===== config.mk =====
export PLATFORM = sky130hd
export DESIGN_NAME = stack_core_ctrl
export DESIGN_NICKNAME = d
export VERILOG_FILES = /design/src/rtl/stack_cpu_pkg.sv /design/src/rtl/stack_core_ctrl_stack_file.sv /design/src/rtl/stack_core_ctrl.sv
export SDC_FILE = /design/constraint.sdc
export NUM_CORES = 1
export LEC_CHECK = 0
export BUFFER_PORTS_ARGS = -buffer_cell sky130_fd_sc_hd__buf_2
export CAP_MARGIN = 10
export CORE_MARGIN = 10
export CORE_UTILIZATION = 55
export DETAILED_ROUTE_END_ITERATION = 10
export PLACE_DENSITY = 0.74
export SLEW_MARGIN = 30
export SYNTH_ARGS = -nofsm -noshare
export SYNTH_HDL_FRONTEND = slang
export SYNTH_SLANG_ARGS = --single-unit

===== constraint.sdc =====
create_clock -name clk -period 5.3 [get_ports clk]
set_input_delay 1.06 -clock clk [delete_from_list [all_inputs] [get_ports clk]]
set_output_delay 1.06 -clock clk [all_outputs]
set_load 0.01 [all_outputs]

===== src/rtl/stack_cpu_pkg.sv =====
// Shared types for the 8-bit stack machine: field widths, opcode and controller state encodings.
package stack_cpu_pkg;

  localparam int OPC_W  = 3;
  localparam int ADDR_W = 5;
  localparam int DATA_W = 8;

  typedef enum logic [OPC_W-1:0] {
    OP_ADD   = 3'd0,
    OP_SUB   = 3'd1,
    OP_AND   = 3'd2,
    OP_NOT   = 3'd3,
    OP_PUSH  = 3'd4,
    OP_POP   = 3'd5,
    OP_JUMP  = 3'd6,
    OP_JUMPZ = 3'd7
  } opcode_t;

  typedef enum logic [1:0] {
    ST_IDLE  = 2'd0,
    ST_FETCH = 2'd1,
    ST_EXEC  = 2'd2,
    ST_HALT  = 2'd3
  } state_t;

  function automatic logic is_binop(opcode_t op);
    return (op == OP_ADD) || (op == OP_SUB) || (op == OP_AND);
  endfunction

endpackage


===== src/rtl/stack_core_ctrl_stack_file.sv =====
// Operand stack register file: single-cycle push/pop/top-or-NOS rewrite, no internal backpressure.
// Callers guarantee push only when not full and pop/rewrite only with enough entries.
module stack_file
  import stack_cpu_pkg::*;
#(
  parameter int DEPTH = 8,
  localparam int IW = $clog2(DEPTH),
  localparam int CW = IW + 1
) (
  input  logic              clk,
  input  logic              rst_n,
  input  logic              clear_i,
  input  logic              push_i,
  input  logic [DATA_W-1:0] push_dat_i,
  input  logic              pop_i,
  input  logic              wr_top_i,
  input  logic              wr_nos_i,
  input  logic [DATA_W-1:0] wr_dat_i,
  output logic [DATA_W-1:0] tos_o,
  output logic [DATA_W-1:0] nos_o,
  output logic [CW-1:0]     depth_o,
  output logic              full_o,
  output logic              empty_o
);

  logic [DATA_W-1:0] stk_q [DEPTH];
  logic [CW-1:0]     depth_q;
  logic [IW-1:0]     top_idx, nos_idx, push_idx;

  assign top_idx  = IW'(depth_q - CW'(1));
  assign nos_idx  = IW'(depth_q - CW'(2));
  assign push_idx = depth_q[IW-1:0];

  assign empty_o = (depth_q == '0);
  assign full_o  = (depth_q == CW'(DEPTH));
  assign depth_o = depth_q;
  assign tos_o   = empty_o ? '0 : stk_q[top_idx];
  assign nos_o   = (depth_q >= CW'(2)) ? stk_q[nos_idx] : '0;

  // A binary op rewrites NOS and pops in the same cycle, leaving the result on top.
  always_ff @(posedge clk or negedge rst_n) begin
    if (!rst_n) begin
      depth_q <= '0;
      for (int i = 0; i < DEPTH; i++) stk_q[i] <= '0;
    end else if (clear_i) begin
      depth_q <= '0;
    end else begin
      if (push_i)   stk_q[push_idx] <= push_dat_i;
      if (wr_top_i) stk_q[top_idx]  <= wr_dat_i;
      if (wr_nos_i) stk_q[nos_idx]  <= wr_dat_i;
      if (push_i)     depth_q <= depth_q + CW'(1);
      else if (pop_i) depth_q <= depth_q - CW'(1);
    end
  end

endmodule


===== src/rtl/stack_core_ctrl.sv =====
// Two-cycle FETCH/EXEC controller for the stack machine; sole master of the unified 32x8 memory.
// No backpressure: start is honoured only from IDLE/HALT, memory read data is used combinationally.
module stack_core_ctrl
  import stack_cpu_pkg::*;
#(
  parameter int               STACK_DEPTH = 8,
  parameter logic [ADDR_W-1:0] RESET_PC   = 5'd0
) (
  input  logic                           clk,
  input  logic                           rst_n,
  input  logic                           start,
  output logic [ADDR_W-1:0]              mem_address,
  output logic                           mem_write_enable,
  output logic [DATA_W-1:0]              mem_write_data,
  input  logic [DATA_W-1:0]              mem_read_data,
  output logic [ADDR_W-1:0]              pc,
  output logic [DATA_W-1:0]              tos,
  output logic [$clog2(STACK_DEPTH):0]   depth,
  output logic                           busy,
  output logic                           error
);

  localparam int CW = $clog2(STACK_DEPTH) + 1;

  state_t            state_q;
  logic [ADDR_W-1:0] pc_q;
  logic [DATA_W-1:0] ir_q;
  logic              error_q;

  opcode_t           op;
  logic [ADDR_W-1:0] op_addr;
  logic [DATA_W-1:0] st_tos, st_nos, alu_res;
  logic [CW-1:0]     st_depth;
  logic              st_full, st_empty;
  logic              fault, in_exec, exec_ok, start_ok, mem_op;

  assign op       = opcode_t'(ir_q[DATA_W-1 -: OPC_W]);
  assign op_addr  = ir_q[ADDR_W-1:0];
  assign in_exec  = (state_q == ST_EXEC);
  assign exec_ok  = in_exec && !fault;
  assign start_ok = start && (state_q == ST_IDLE || state_q == ST_HALT);
  assign mem_op   = (op == OP_PUSH) || (op == OP_POP);

  always_comb begin
    fault = 1'b0;
    case (op)
      OP_ADD, OP_SUB, OP_AND:   fault = (st_depth < CW'(2));
      OP_NOT, OP_POP, OP_JUMPZ: fault = st_empty;
      OP_PUSH:                  fault = st_full;
      default:                  fault = 1'b0;
    endcase
  end

  always_comb begin
    alu_res = '0;
    case (op)
      OP_ADD:  alu_res = st_nos + st_tos;
      OP_SUB:  alu_res = st_nos - st_tos;
      OP_AND:  alu_res = st_nos & st_tos;
      OP_NOT:  alu_res = ~st_tos;
      default: alu_res = '0;
    endcase
  end

  // Memory strobes decode only registered state/ir, so they are stable well before negedge.
  assign mem_address      = (in_exec && mem_op) ? op_addr : pc_q;
  assign mem_write_enable = exec_ok && (op == OP_POP);
  assign mem_write_data   = (in_exec && op == OP_POP) ? st_tos : '0;

  stack_file #(.DEPTH(STACK_DEPTH)) u_stack (
    .clk        (clk),
    .rst_n      (rst_n),
    .clear_i    (start_ok),
    .push_i     (exec_ok && op == OP_PUSH),
    .push_dat_i (mem_read_data),
    .pop_i      (exec_ok && (is_binop(op) || op == OP_POP)),
    .wr_top_i   (exec_ok && op == OP_NOT),
    .wr_nos_i   (exec_ok && is_binop(op)),
    .wr_dat_i   (alu_res),
    .tos_o      (st_tos),
    .nos_o      (st_nos),
    .depth_o    (st_depth),
    .full_o     (st_full),
    .empty_o    (st_empty)
  );

  always_ff @(posedge clk or negedge rst_n) begin
    if (!rst_n) begin
      state_q <= ST_IDLE;
      pc_q    <= RESET_PC;
      ir_q    <= '0;
      error_q <= 1'b0;
    end else begin
      case (state_q)
        ST_IDLE, ST_HALT: begin
          if (start) begin
            state_q <= ST_FETCH;
            pc_q    <= RESET_PC;
            error_q <= 1'b0;
          end
        end
        ST_FETCH: begin
          ir_q    <= mem_read_data;
          pc_q    <= pc_q + ADDR_W'(1);
          state_q <= ST_EXEC;
        end
        ST_EXEC: begin
          if (fault) begin
            error_q <= 1'b1;
            state_q <= ST_HALT;
          end else begin
            state_q <= ST_FETCH;
            if (op == OP_JUMP || (op == OP_JUMPZ && st_tos == '0)) pc_q <= op_addr;
          end
        end
        default: state_q <= ST_IDLE;
      endcase
    end
  end

  assign pc    = pc_q;
  assign tos   = st_tos;
  assign depth = st_depth;
  assign busy  = (state_q == ST_FETCH) || (state_q == ST_EXEC);
  assign error = error_q;

endmodule

==> results of run 1 <==
## synth_stat cells, types with 4 or more instances
cell type / number
a21oi_1: 88
nor2_1: 87
dfrtp_1: 84
nand2_1: 51
o22ai_1: 50
mux4_2: 31
clkbuf_1: 24
inv_1: 24
ha_1: 20
nand3_1: 20
o21ai_0: 20
mux2_2: 19
xnor2_1: 17
nand2b_1: 12
o32ai_1: 12
buf_1: 9
a22oi_1: 6
nor3b_1: 6
nor4_1: 6
a211oi_2: 5
buf_4: 5
mux2i_1: 5
nand3b_1: 5
a21o_1: 4
buf_2: 4
## worst reg2reg max path, stage by stage, from the launching register on
cell      delay (ps)
dfrtp_2          410
inv_1            260
ha_1             340
buf_4            230
mux4_2           290
nand2_1           70
a21oi_1          380
inv_1            120
ha_1             300
mux2i_1          270
ha_1             290
nor2b_1          150
o21ai_0          150
nand2b_1          90
xnor2_1          140
a211oi_2         700
o22ai_1          190
a21oi_1          200
## worst paths after layout
kind / depth (start not counted) / to / slack [ps] / from
worst max register to register: 17 / u_stack.stk_q[43]$_DFFE_PN0N_ / 650 / u_stack.depth_o[0]$_DFFE_PN0P_
min in group asynchronous: 1 / state_q[0]$_DFFE_PN0P_ / 720 / rst_n
max in group asynchronous: 2 / u_stack.depth_o[0]$_DFFE_PN0P_ / 3660 / rst_n
worst min-delay path: 2 / u_stack.stk_q[24]$_DFFE_PN0N_ / 560 / u_stack.stk_q[24]$_DFFE_PN0N_
worst min register to register: 2 / u_stack.stk_q[24]$_DFFE_PN0N_ / 560 / u_stack.stk_q[24]$_DFFE_PN0N_
worst max-delay path: 17 / u_stack.stk_q[43]$_DFFE_PN0N_ / 650 / u_stack.depth_o[0]$_DFFE_PN0P_
## cell families after synthesis
| group | Yosys count | synth area share |
|---|---|---|
| AO/OA/AOI/OAI | 205 | 0.213 |
| XOR/XNOR | 20 | 0.0293 |
| adder cells (fa/ha/maj) | 21 | 0.0452 |
| buffers and inverters | 66 | 0.0454 |
| flip-flops | 84 | 0.351 |
| multiplexers | 55 | 0.161 |
| AND/OR/NAND/NOR | 204 | 0.155 |
## cells in the final DEF, fill, tap and decap left out, types with 3 or more instances in the layout
cell type  count
nand3_1       20
buf_4         12
nand2_1       51
a21o_1         4
mux2_2        19
ha_1          20
nor3b_1        6
nor2_1        87
dfrtp_1       83
a211oi_2       5
nor4_1         6
o21ai_0       20
o22ai_1       50
mux4_2        31
and3_1         3
a21oi_1       88
buf_2         42
xnor2_1       17
o32ai_1       12
nand2b_1      12
a22oi_1        6
clkbuf_1       3
inv_1         24
clkbuf_8       9
a221o_1        3
a211oi_1       3
nor3_1         3
nand3b_1       5
mux2i_1        5
## area by class of cell
class | instances | share of cell area
multi-input combinational | 505 | 0.561
sequential | 84 | 0.326
timing repair buffer | 54 | 0.0466
tap | 140 | 0.0272
clock buffer | 12 | 0.0210
inverter | 24 | 0.0140
clock inverter | 4 | 0.00408
## stage by stage
step | utilization | area [µm²] | std cells | hold slack, ps | worst slack [ps]
after floorplan | - | 5980 | 655 | 488 | 485
after global routing | 0.600 | 6450 | 823 | 569 | 217
final | 0.600 | 6450 | 823 | 557 | 646
after CTS | 0.599 | 6440 | 823 | 554 | 509
after detailed placement | 0.584 | 6280 | 807 | 537 | 543
after global placement | 0.584 | 6280 | 807 | 514 | 774
## routing by layer
| layer | vias to the layer above | track usage | wire length (µm) |
|---|---|---|---|
| li1 | 2483 | - | - |
| met3 | 66 | 0.0745 | 2110 |
| met5 | - | 0 | 0 |
| met1 | 2732 | 0.316 | 7670 |
| met4 | 0 | 0.105 | 710 |
| met2 | 346 | 0.368 | 8670 |
## power groups by stage
| stage | clock [µW] | combinational, µW | sequential (µW) |
|---|---|---|---|
| 2_1_floorplan | 0 | 2520 | 1040 |
| 4_1_cts | 410 | 3330 | 1120 |
| 6_report | 412 | 3390 | 1130 |
| 3_5_place_dp | 0 | 3320 | 1130 |
| 5_1_grt | 442 | 3690 | 1160 |
| 3_3_place_gp | 0 | 3240 | 1110 |
## flip-flops by register name, indices dropped and copies added, names as in the netlist
name and flops:
error 1, ir_q 8, pc 5, state_q 2
u_stack.depth_o 4, u_stack.stk_q 64
## repair_timing
item,4_1_cts,5_1_grt
setup endpoints to repair,0,4
endpoints found under the hold margin,0,0
gates resized for setup,0,1
hold buffers,0,0
==> impl_metrics.toml, run 1 <==
[hold_path]
hold_class = "reg2reg"

[place]
gp_congestion = 0.965
dpl.hpwl_um = 13400
port_buffers = 43

[global_route]
grt_pass1_vias = 5474
grt_pass1_wl_um = 30600
overflow = 0
grt_util_all_layers = 0.244
grt_max_degree = 55
antenna_found_initial = 0

[yosys]
yosysTopAreaCell = "dfrtp_1"
avgSynthCellArea_um2 = 9.13
synthArstFlopShare = 1.00
synth_area_um2 = 5980
ys.warnings.count = 0
synth_seq_area_share = 0.351
synth_nets = 687
ys.flop_type = "dfrtp_1"
synth_top_area_frac = 0.351
syn_inst = 655
synth-seq-cells = 84
synth_cell_type_count = 52
synth_edf_count = 0
synth.area.top_cells = "dfrtp_1 (35%), mux4_2 (12%), a21oi_1 (7.4%)"

[routing]
wl_um = 19200
vias_per_cell = 6.84
drt_pass1_iterations = 5
drt.antenna.violating_nets = 0
via_count = 5627
drt_iter0_drc = 912
route.detailed.wl_per_inst_um = 23.3
drc = 0

[timing]
tightest_slew_ps = 1010
setup_tns_ps = 0
slew_headroom = 0.325
finalHoldViolCount = 0
rsz0062_at_grt = "false"
finClkSkew_ps = 15.4
min_period_ps = 4650
min_period_over_period = 0.878
setup_violations = 0
fmax_mhz = 215
report.final.slew_viol_count = 0

[layout]
register_area_um2 = 2100
antenna_cells = 0
multi_input_area_um2 = 3620
layout-drive-gt1-share = 0.190
fillers = 958
area_growth_pct = 7.76
nets = 710

[setup_path]
crit_arrival_ps = 4950
worstPathCellList = "inv_1, ha_1, buf_4, mux4_2, nand2_1, a21oi_1, inv_1, ha_1, mux2i_1, ha_1, nor2b_1, o21ai_0, nand2b_1, xnor2_1, a211oi_2, o22ai_1, a21oi_1"
path_max_fanout = 12
cp_top_family = "compound AO/OA/AOI/OAI gates"
crit_slowest_cell = "a211oi_2"
critPathKind = "reg2reg"
crit_required_ps = 5590
crit_buf_inv = 3
cp_common_cell = "ha_1"
critPathMaxStageDelay_ps = 700
cp-end-kind = "flop"
critPathLaunchType = "flop"

[power]
p_comb_frac = 0.687
p_leak_uw = 0.00276
p_per_area_nw_per_um2 = 766
vdd_drop_max_v = 0.000590
switching_power_uw = 2500
sw_frac_of_total = 0.506
intPower_uw = 2440
power_uw = 4940
power_frac_clock = 0.083
p_seq_frac = 0.229

[flow_run]
max_cap_viol_count = 0

[die]
dieArea_um2 = 15400
fp.dieW_um = 124
rows = 38
core_um2 = 10700
chipHeight_um = 124
start_util = 0.557
io_pins = 44

[clock_network]
cts_tree = "built"
post-cts-setup-buffers = 0
clockBufferDepth = 2
numCtsBuffers = 9
h-tree-depth = 3
insertion_delay_ps = 380
cts.sinks = 84
cts_root_buf = "clkbuf_8"
clkTransAtPathRegs_ps = 90

[run_status]
outcome = "finished clean"
No activity file was read; power rests on OpenSTA's default activity.
==> run 2, diff against run 1 <==
ABC_AREA = 1   (was not set)
CORE_UTILIZATION = 25   (was 55)
PLACE_DENSITY = not set   (was 0.74)
SLEW_MARGIN = 25   (was 30)
==> run 2 against run 1 <==
Final area increased by 23%; die area rose by 130%; area after synthesis rose by 19%; cell count increased by 80%; critical path type unchanged.
==> impl_metrics.toml, run 2 <==
[timing]
report.final.slew_viol_count = 0
fmax_mhz = 222
tightest_slew_ps = 932
setup_violations = 0
slew_headroom = 0.379
rsz0062_at_grt = "false"
finClkSkew_ps = 10.6
min_period_over_period = 0.851
setup_tns_ps = 0
min_period_ps = 4510
finalHoldViolCount = 0

[routing]
drt.antenna.violating_nets = 0
drt_iter0_drc = 1047
maxUsedRoutingLayer = "met5"
vias_per_cell = 5.17
drc = 0
wl_met3_um = 2880
wl_met2_um = 11100
via_count = 7665
drt_pass1_iterations = 6
route.detailed.wl_per_inst_um = 17.8
wl_um = 26400
met1_length_um = 11500

[hold_path]
hold_class = "reg2reg"
worstHoldStart = "u_stack.stk_q[48]$_DFFE_PN0N_"
min_to = "u_stack.stk_q[48]$_DFFE_PN0N_"
hold_depth = 2

[place]
gp_congestion = 0.922
port_buffers = 43
dpl.hpwl_um = 18200

[yosys]
ys.flop_type = "dfrtp_1"
synth_area_um2 = 7120
synth_seq_area_share = 0.295
synth_edf_count = 0
synth_nets = 1123
synth.area.top_cells = "dfrtp_1 (30%), nand2_1 (16%), o21ai_0 (8.1%)"
synth_cell_type_count = 47
avgSynthCellArea_um2 = 6.53
synth_top_area_frac = 0.295
synthArstFlopShare = 1.00
synth.most_common_cell = "nand2_1"
ys.warnings.count = 0
syn_inst = 1091
yosysTopAreaCell = "dfrtp_1"
yosys-top-cells-count = "nand2_1 (307), o21ai_0 (115), nor2_1 (94)"
synth-seq-cells = 84

[setup_path]
r2r_end = "u_stack.stk_q[46]$_DFFE_PN0N_"
critPathKind = "reg2reg"
critPathLaunchType = "flop"
cp-end-kind = "flop"
r2r-start = "u_stack.depth_o[0]$_DFFE_PN0P_"
crit_required_ps = 5540
rrSetupSlack_ps = 790
path_max_fanout = 87
reg2reg_depth = 25
crit_arrival_ps = 4750

[layout]
nets = 1130
layout-drive-gt1-share = 0.109
area_growth_pct = 11.3
final_cell_mix = "nand2_1 (306), o21ai_0 (114), nor2_1 (94)"
largest_register_ffs = 64
largest_register = "u_stack.stk_q"
final_common_cell = "nand2_1"

[clock_network]
cts_tree = "built"
post-cts-setup-buffers = 0
ctsHoldBuffers = 0
clkTransAtPathRegs_ps = 70
cts-resized-gates = 0
h-tree-depth = 3
insertion_delay_ps = 360
cts.sinks = 84
numCtsBuffers = 9
cts_root_buf = "clkbuf_16"
clockBufferDepth = 2

[die]
chipHeight_um = 189
fp.dieW_um = 189
core_um2 = 27900
io_pins = 44
dieArea_um2 = 35600
start_util = 0.255
rows = 61

[global_route]
antenna_found_initial = 3
overflow = 0
grt_pass1_vias = 7088
grt_util_all_layers = 0.145
grt_pass1_wl_um = 41100
grt_max_degree = 88

[flow_run]
max_cap_viol_count = 0

[run_status]
outcome = "finished clean"
[run 2: cell types whose count changed in the layout (fill, tap and decap cells not counted), moves of 10 or more]
cell      change
nand2_1     +255
o21ai_0      +94
o21ai_1      +65
inv_1        +63
o22ai_1      -38
mux4_2       -31
o211ai_1     +31
nand3_1      +29
mux2_2       -19
xnor2_1      -16
nand2b_1     -12
inv_2        +11
o32ai_1      -11
nor2_4       +10
[run 2: worst max-delay path by stage]
stage,slack (ps),cells after the start,end,from
after CTS,900,25,u_stack.stk_q[46]$_DFFE_PN0N_,u_stack.depth_o[0]$_DFFE_PN0P_
final,790,25,u_stack.stk_q[46]$_DFFE_PN0N_,u_stack.depth_o[0]$_DFFE_PN0P_
after floorplan,970,29,u_stack.stk_q[46]$_DFFE_PN0N_,u_stack.depth_o[0]$_DFFE_PN0P_
after detailed placement,920,25,u_stack.stk_q[46]$_DFFE_PN0N_,u_stack.depth_o[0]$_DFFE_PN0P_
after global routing,400,25,u_stack.stk_q[38]$_DFFE_PN0N_,u_stack.depth_o[0]$_DFFE_PN0P_
after global placement,1020,25,u_stack.stk_q[54]$_DFFE_PN0N_,u_stack.depth_o[0]$_DFFE_PN0P_
[run 2: cells by family after synthesis]
family | Yosys count | share of synthesized area
XOR/XNOR | 8 | 0.00984
buffers and inverters | 162 | 0.0986
AO/OA/AOI/OAI | 335 | 0.271
multiplexers | 1 | 0.00141
adder cells (fa/ha/maj) | 21 | 0.0380
flip-flops | 84 | 0.295
AND/OR/NAND/NOR | 480 | 0.286
[run 2: area by class of cell]
cell class | instances | area, µm²
inverter | 101 | 379
timing repair buffer | 57 | 323
tap | 378 | 473
clock inverter | 6 | 86.3
multi-input combinational | 845 | 4320
antenna | 2 | 5.00
sequential | 84 | 2100
clock buffer | 10 | 239
fill | 3104 | 20000
[run 2: critical path: stages, from the launching register on]
cell and delay, ps:
dfrtp_2 360, buf_4 640, nand2_1 110, o21ai_0 110, nand2_1 70, nand2_1 60, nand2_1 50, nand2_1 70
nand2_1 160, ha_1 270, a21oi_1 160, xnor2_1 130, inv_1 60, ha_1 320, nand2_1 80, inv_1 50
o21ai_0 210, a21boi_0 150, or2_2 300, a21oi_1 150, xor2_1 160, nor2_1 60, nor2_1 80, nand2_1 260
nor2_1 180, o21ai_0 90
[run 2: per-layer routing]
metal	global-route usage	vias to the layer above
li1	-	3641
met1	0.196	3573
met2	0.211	393
met3	0.0428	56
met4	0.0595	2
met5	0	-
[run 2: stage by stage]
| step | utilization | area (µm²) | worst slack (ps) | std cells | hold slack, ps |
|---|---|---|---|---|---|
| 2_1_floorplan | - | 7120 | 965 | 1091 | 459 |
| 3_3_place_gp | 0.272 | 7600 | 1020 | 1465 | 475 |
| 3_5_place_dp | 0.272 | 7600 | 921 | 1465 | 490 |
| 4_1_cts | 0.284 | 7920 | 899 | 1481 | 508 |
| 5_1_grt | 0.284 | 7930 | 403 | 1482 | 534 |
| 6_report | 0.284 | 7930 | 790 | 1483 | 499 |
Power of run 2 is left out: the tool's default activity adds up to more than one toggle a clock period on the data nets, which glitch-free logic cannot reach.
